[src/rtl/vend_pkg.sv]
// vend_pkg -- shared definitions for the vending scheduler.
//   PRICE_DEF / TIMEOUT_DEF : default price (coin units) and COLLECT idle timeout
//   state_t                 : machine states
//   COIN_ONE / COIN_TWO     : the only valid coin encodings (others are rejected)
//   CHN_A / CHN_B           : channel identifiers used for ownership and arbitration
package vend_pkg;

  localparam int PRICE_DEF   = 4;
  localparam int TIMEOUT_DEF = 16;

  typedef enum logic [1:0] {
    ST_IDLE     = 2'd0,
    ST_COLLECT  = 2'd1,
    ST_DISPENSE = 2'd2,
    ST_REFUND   = 2'd3
  } state_t;

  localparam logic [1:0] COIN_ONE = 2'd1;
  localparam logic [1:0] COIN_TWO = 2'd2;

  localparam logic CHN_A = 1'b0;
  localparam logic CHN_B = 1'b1;

  // Coin value in units; invalid encodings are worth nothing.
  function automatic logic [2:0] coin_units(input logic [1:0] val);
    case (val)
      COIN_ONE: coin_units = 3'd1;
      COIN_TWO: coin_units = 3'd2;
      default:  coin_units = 3'd0;
    endcase
  endfunction

  function automatic logic coin_ok(input logic [1:0] val);
    coin_ok = (val == COIN_ONE) || (val == COIN_TWO);
  endfunction

endpackage

[src/rtl/vend_rr_arb.sv]
// vend_rr_arb -- two-way round-robin grant for the coin channels.
//   clk, rst     : clock, asynchronous active-high reset
//   en           : grants allowed this cycle
//   req_a, req_b : channel requests
//   upd, last    : on upd, the preference moves away from channel 'last'
//   gnt_a, gnt_b : one-hot (or zero) grant
module vend_rr_arb
  import vend_pkg::*;
(
  input  logic clk,
  input  logic rst,
  input  logic en,
  input  logic req_a,
  input  logic req_b,
  input  logic upd,
  input  logic last,
  output logic gnt_a,
  output logic gnt_b
);

  logic ptr;

  // Preference pointer: the channel that wins a tie.
  always_ff @(posedge clk or posedge rst) begin
    if (rst) begin
      ptr <= CHN_A;
    end else if (upd) begin
      ptr <= ~last;
    end else begin
      ptr <= ptr;
    end
  end

  // Grant: a lone requester always wins; a tie goes to the pointer.
  always_comb begin
    gnt_a = 1'b0;
    gnt_b = 1'b0;
    if (!en) begin
      gnt_a = 1'b0;
      gnt_b = 1'b0;
    end else if (req_a && req_b) begin
      gnt_a = (ptr == CHN_A);
      gnt_b = (ptr == CHN_B);
    end else begin
      gnt_a = req_a;
      gnt_b = req_b;
    end
  end

endmodule

[src/rtl/vend_sched.sv]
// vend_sched -- two-channel coin vending scheduler.
//   clk, rst                         : clock, asynchronous active-high reset
//   coin_{a,b}_vld/_val/_rdy         : coin offer handshakes (val 1 or 2 units; 0/3 invalid)
//   restock_vld, restock_cnt         : add items to stock (saturating)
//   dispense_vld/_ack/_chn/_chg      : item hand-out, held until acknowledged
//   refund_vld/_chn/_val             : one-cycle refund of collected credit after timeout
//   bad_coin                         : one-cycle pulse after an invalid coin is taken
//   sold_out, stock, busy            : status
module vend_sched
  import vend_pkg::*;
#(
  parameter int PRICE   = PRICE_DEF,
  parameter int TIMEOUT = TIMEOUT_DEF,
  parameter int STOCK_W = 8
) (
  input  logic               clk,
  input  logic               rst,
  input  logic               coin_a_vld,
  input  logic [1:0]         coin_a_val,
  output logic               coin_a_rdy,
  input  logic               coin_b_vld,
  input  logic [1:0]         coin_b_val,
  output logic               coin_b_rdy,
  input  logic               restock_vld,
  input  logic [STOCK_W-1:0] restock_cnt,
  output logic               dispense_vld,
  input  logic               dispense_ack,
  output logic               dispense_chn,
  output logic [1:0]         dispense_chg,
  output logic               refund_vld,
  output logic               refund_chn,
  output logic [2:0]         refund_val,
  output logic               bad_coin,
  output logic               sold_out,
  output logic [STOCK_W-1:0] stock,
  output logic               busy
);

  localparam int              TW     = (TIMEOUT > 1) ? $clog2(TIMEOUT) : 1;
  localparam logic [TW-1:0]   TLAST  = TW'(TIMEOUT - 1);
  localparam logic [3:0]      PRICE4 = 4'(PRICE);
  localparam logic [2:0]      PRICE3 = 3'(PRICE);

  state_t             state, state_nx;
  logic [2:0]         credit, credit_nx;
  logic               owner, owner_nx;
  logic [TW-1:0]      tcnt, tcnt_nx;
  logic [STOCK_W-1:0] stock_nx;
  logic               bad_nx;
  logic               dec, ptr_upd;
  logic               arb_en, gnt_a, gnt_b;
  logic               acc_a, acc_b, acc, acc_chn, acc_ok;
  logic [1:0]         acc_val;
  logic [3:0]         sum;
  logic [STOCK_W:0]   stock_sum;
  logic [STOCK_W-1:0] stock_sat;

  // New customers are only arbitrated while idle and something is left to sell.
  assign arb_en   = (state == ST_IDLE) && (stock != '0);
  assign sold_out = (stock == '0);
  assign busy     = (state != ST_IDLE);

  vend_rr_arb u_arb (
    .clk   (clk),
    .rst   (rst),
    .en    (arb_en),
    .req_a (coin_a_vld),
    .req_b (coin_b_vld),
    .upd   (ptr_upd),
    .last  (owner),
    .gnt_a (gnt_a),
    .gnt_b (gnt_b)
  );

  // Ready: arbiter decides in IDLE, only the owner may pay in COLLECT.
  always_comb begin
    coin_a_rdy = 1'b0;
    coin_b_rdy = 1'b0;
    if (state == ST_IDLE) begin
      coin_a_rdy = gnt_a;
      coin_b_rdy = gnt_b;
    end else if (state == ST_COLLECT) begin
      coin_a_rdy = (owner == CHN_A);
      coin_b_rdy = (owner == CHN_B);
    end else begin
      coin_a_rdy = 1'b0;
      coin_b_rdy = 1'b0;
    end
  end

  // Accepted coin this cycle; credit is 0 in IDLE so one sum serves both states.
  always_comb begin
    acc_a   = coin_a_vld & coin_a_rdy;
    acc_b   = coin_b_vld & coin_b_rdy;
    acc     = acc_a | acc_b;
    acc_chn = acc_b ? CHN_B : CHN_A;
    acc_val = acc_b ? coin_b_val : coin_a_val;
    acc_ok  = coin_ok(acc_val);
    sum     = {1'b0, credit} + {1'b0, coin_units(acc_val)};
  end

  // Next-state logic; credit holds the full paid amount so change is credit - PRICE.
  always_comb begin
    state_nx  = state;
    credit_nx = credit;
    owner_nx  = owner;
    tcnt_nx   = tcnt;
    bad_nx    = acc & ~acc_ok;
    dec       = 1'b0;
    ptr_upd   = 1'b0;
    case (state)
      ST_IDLE: begin
        tcnt_nx = '0;
        if (acc && acc_ok) begin
          owner_nx  = acc_chn;
          credit_nx = sum[2:0];
          state_nx  = (sum >= PRICE4) ? ST_DISPENSE : ST_COLLECT;
        end else begin
          state_nx = ST_IDLE;
        end
      end
      ST_COLLECT: begin
        if (acc) begin
          tcnt_nx = '0;
          if (acc_ok) begin
            credit_nx = sum[2:0];
            state_nx  = (sum >= PRICE4) ? ST_DISPENSE : ST_COLLECT;
          end else begin
            credit_nx = credit;
          end
        end else if (tcnt == TLAST) begin
          tcnt_nx  = '0;
          state_nx = ST_REFUND;
        end else begin
          tcnt_nx = tcnt + TW'(1);
        end
      end
      ST_DISPENSE: begin
        if (dispense_ack) begin
          dec       = 1'b1;
          credit_nx = '0;
          ptr_upd   = 1'b1;
          state_nx  = ST_IDLE;
        end else begin
          state_nx = ST_DISPENSE;
        end
      end
      ST_REFUND: begin
        credit_nx = '0;
        ptr_upd   = 1'b1;
        state_nx  = ST_IDLE;
      end
      default: begin
        state_nx = ST_IDLE;
      end
    endcase
  end

  // Stock: saturating restock first, then the sale is taken off the saturated value.
  always_comb begin
    stock_sum = {1'b0, stock} + (restock_vld ? {1'b0, restock_cnt} : {(STOCK_W+1){1'b0}});
    stock_sat = stock_sum[STOCK_W] ? {STOCK_W{1'b1}} : stock_sum[STOCK_W-1:0];
    if (dec && (stock_sat != '0)) begin
      stock_nx = stock_sat - STOCK_W'(1);
    end else begin
      stock_nx = stock_sat;
    end
  end

  // State and datapath registers.
  always_ff @(posedge clk or posedge rst) begin
    if (rst) begin
      state    <= ST_IDLE;
      credit   <= 3'd0;
      owner    <= CHN_A;
      tcnt     <= '0;
      stock    <= '0;
      bad_coin <= 1'b0;
    end else begin
      state    <= state_nx;
      credit   <= credit_nx;
      owner    <= owner_nx;
      tcnt     <= tcnt_nx;
      stock    <= stock_nx;
      bad_coin <= bad_nx;
    end
  end

  // Handshake outputs decoded from registered state; data is zero when not valid.
  always_comb begin
    dispense_vld = 1'b0;
    dispense_chn = 1'b0;
    dispense_chg = 2'd0;
    refund_vld   = 1'b0;
    refund_chn   = 1'b0;
    refund_val   = 3'd0;
    case (state)
      ST_DISPENSE: begin
        dispense_vld = 1'b1;
        dispense_chn = owner;
        dispense_chg = 2'(credit - PRICE3);
      end
      ST_REFUND: begin
        refund_vld = 1'b1;
        refund_chn = owner;
        refund_val = credit;
      end
      default: begin
        dispense_vld = 1'b0;
      end
    endcase
  end

endmodule

[config.mk]
export PLATFORM = sky130hd
export DESIGN_NAME = vend_sched
export DESIGN_NICKNAME = d
export VERILOG_FILES = /design/src/rtl/vend_pkg.sv /design/src/rtl/vend_rr_arb.sv /design/src/rtl/vend_sched.sv
export SDC_FILE = /design/constraint.sdc
export NUM_CORES = 1
export LEC_CHECK = 0
export CORE_UTILIZATION = 41
export CTS_BUF_LIST = sky130_fd_sc_hd__clkbuf_8
export CTS_CLUSTER_DIAMETER = 30
export DETAILED_ROUTE_END_ITERATION = 7
export PLACE_DENSITY = 0.7
export SYNTH_ARGS = -nofsm -noshare
export SYNTH_HDL_FRONTEND = slang
export SYNTH_HIERARCHICAL = 1
export SYNTH_SLANG_ARGS = --single-unit
[constraint.sdc]
create_clock -name clk -period 7.9 [get_ports clk]
set_input_delay 1.58 -clock clk [delete_from_list [all_inputs] [get_ports clk]]
set_output_delay 1.58 -clock clk [all_outputs]
set_load 0.05 [all_outputs]
==> summary.md <==
| Metric | Value |
|---|---|
| Rows | 23 |
| P_sw | 0.466 mW |
| Worst slack at placement | 2.36 ns |
| Fin. max-slew vios | 0 |
| Dominant cells by area after synthesis | dfrtp_1, ha_1, and2_1 |
| Via density | 5.70 |
| Main synth FF type | dfrtp_1 |
| Drt total wl | 4590 µm |
| Sequential Power Share | 0.218 |
| Mapped Area | 1840 µm² |
| Switching share of power | 0.518 |
| Max-cap violations | 0 |
| Initial core utilization | 0.443 |
| Gate power share | 0.667 |
| Largest net degree at the start of global routing | 21 |
| Fin worst setup slack | 2.61 ns |
| Sequential share of the synthesized area | 0.273 |
| Yosys warns | 6 |
| Wire per inst | 15.2 µm |
| DR WL met2 | 2070 µm |
| Worst Hold Class | reg -> reg |
| Area leader, netlist | dfrtp_1 |
| Ys async rst share | 1.00 |
| Congestion Overflow GR | 0 |
| Clock power frac | 0.115 |
| Overall die height | 68.9 µm |
| Crit Path Max Fanout | 11 |
| Final hold violation count | 0 |
| Initial antenna violation count | 0 |
| Syn nets | 249 |
| Syn Area/Cell | 8.58 µm² |
| Unrepaired setup endpoints after global routing | false |
| Post-CTS sizing | 0 |
| CTS Buf Count | 3 |
| Via count | 1717 |
| Lkg Pwr | 1.01 nW |
| Distinct cells, synth | 54 |
| Synth cell count leaders | dfrtp_1, inv_1, a21oi_1 |
| First-pass GRT wire length | 7380 µm |
| Worst Setup End Kind | flip-flop |
| Hold Buf Count CTS | 0 |
| I/O Buffers | 39 |
| Pwr per Cell Area | 386 nW/µm² |
| Overall power | 0.901 mW |
| # DRC | 0 |
| Cell count after synthesis | 214 |
| Aggregate negative setup slack | 0 ns |
| Relative slew slack | 0.463 |
| Die area | 4750 µm² |
| Die W | 68.9 µm |
| Gpl congestion | 0.866 |
| CTS tree | built |
| Slew @ Worst Pin | 0.805 ns |
| Peak supply drop | 0.208 mV |
| Clock slew at reported path FFs | 0.08 ns |
| Number of global-route vias before repair | 1576 |
| Routed Antenna Nets | 0 |
| CTS root buf | clkbuf_8 |
| Clk_lat worst skew | 0.26 ns |
| Post-DP HPWL | 3660 µm |
| Clk sink count | 20 |
| EDFF count, synth | 0 |
| Setup CP Type | in -> reg |
| N_diodes | 0 |
| Max Used Layer | met4 |
| Top-count cell post-synth | dfrtp_1 |
| Max clock buf depth | 2 |
| CP Launch Type | input port |
| Share of layout cells above drive strength 1 | 0.0797 |
| Pint | 0.435 mW |
| Clock Skews | 0.00395 ns |
| Layout area overhead | 27.3% |
| Number of setup buffers added after CTS | 0 |
| GRT Total Usage | 0.209 |
| Tmin final | 5.29 ns |
| # setup viols final | 0 |
| Synth top area share | 0.273 |
| Arr. time, crit path | 5.44 ns |
| Fmax | 0.189 GHz |
| Fin crit share | 0.669 |
| DRT iter0 DRCs | 105 |
| Ports | 40 |
| Critical Path RT | 8.05 ns |
| Status | complete, no violations |
| Nets | 287 |
| Core area | 4140 µm² |
| Pre-Repair DR Iteration Count | 4 |
| WL met1 | 2200 µm |
| Number of H-tree levels | 1 |
| Met3 WL | 287 µm |
| FF+latch count, synth | 20 |
power by group through the flow:
stage / registers, mW / clock network [mW] / logic, mW
global route: 0.205 / 0.109 / 0.652
detailed placement: 0.198 / 0 / 0.597
global placement: 0.197 / 0 / 0.590
floorplan: 0.239 / 0 / 0.393
finish: 0.197 / 0.103 / 0.601
CTS: 0.196 / 0.106 / 0.599
cell type report:
| cell class | instances | area, µm² |
|---|---|---|
| fillers | 386 | 1810 |
| multi-input cells | 169 | 1240 |
| flip-flops and latches | 20 | 500 |
| repair buffers | 39 | 390 |
| inverters | 19 | 71.3 |
| well taps | 50 | 62.6 |
| clock buffers | 3 | 41.3 |
| clock inverters | 1 | 30.0 |
layer usage:
layer	global-route usage	up-vias
met5	0	-
met4	0.0281	0
met3	0.0477	4
met2	0.328	49
met1	0.297	811
li1	-	853
cells in the final DEF, fill, tap and decap left out, types with 4 or more instances in the layout:
cell	n
clkdlybuf4s50_1	39
dfrtp_1	20
inv_1	19
a21oi_1	16
ha_1	15
and2_1	14
nor2_1	12
nand2_1	12
o21ai_0	11
and3_1	7
nand3_1	6
nand2b_1	4
nor3_1	4
a21o_1	4
mux2_2	4
stage by stage:
stage	cells	cell area, µm²	hold WS (ns)	utilization
final	301	2340	0.475	0.564
after global routing	301	2340	0.491	0.564
after CTS	301	2340	0.477	0.564
after detailed placement	297	2260	0.464	0.546
after global placement	297	2260	0.467	0.546
after floorplan	214	1840	0.438	-
kinds of logic (layout without fill, tap and decap cells):
logic type | count (synthesis) | count (layout) | synth area share
AOI/OAI and AO/OA | 61 | 61 | 0.245
xor gates and xnor gates | 5 | 5 | 0.0239
adders and majority gates | 17 | 17 | 0.124
buffers and inverters | 25 | 62 | 0.0518
DFF | 20 | 20 | 0.273
muxes | 7 | 7 | 0.0409
and+or+nand+nor | 79 | 79 | 0.242
state kept, by name (all words and copies together), names as in the netlist:
register	count
bad_coin	1
owner	1
stock	8
credit	3
u_arb/ptr	1
tcnt	4
state	2
path summary, 6_finish.rpt:
check                                        end  cells after the start  slack, ns                 start
max in group asynchronous     stock[3]$_DFF_PP0_                      2       5.66                   rst
hold / removal               tcnt[3]$_DFFE_PP0P_                      1       0.48   tcnt[3]$_DFFE_PP0P_
setup / recovery              stock[5]$_DFF_PP0_                     12       2.61           restock_vld
setup reg to reg            state[1]$_DFFE_PP0P_                     16       3.90  state[1]$_DFFE_PP0P_
min in group asynchronous  u_arb/ptr$_DFFE_PP0P_                      2       1.48                   rst
hold reg to reg              tcnt[3]$_DFFE_PP0P_                      1       0.48   tcnt[3]$_DFFE_PP0P_
critical path, stage by stage:
cell,delay [ns]
clkdlybuf4s50_1,0.49
and2_1,0.19
ha_1,0.20
fa_1,0.45
a21o_1,0.22
a21oi_2,0.25
o221ai_1,0.42
nor2_1,0.32
ha_1,0.21
nor3b_1,0.66
a211oi_1,0.16
a211o_1,0.30
No activity file was read; power rests on OpenSTA's default activity.
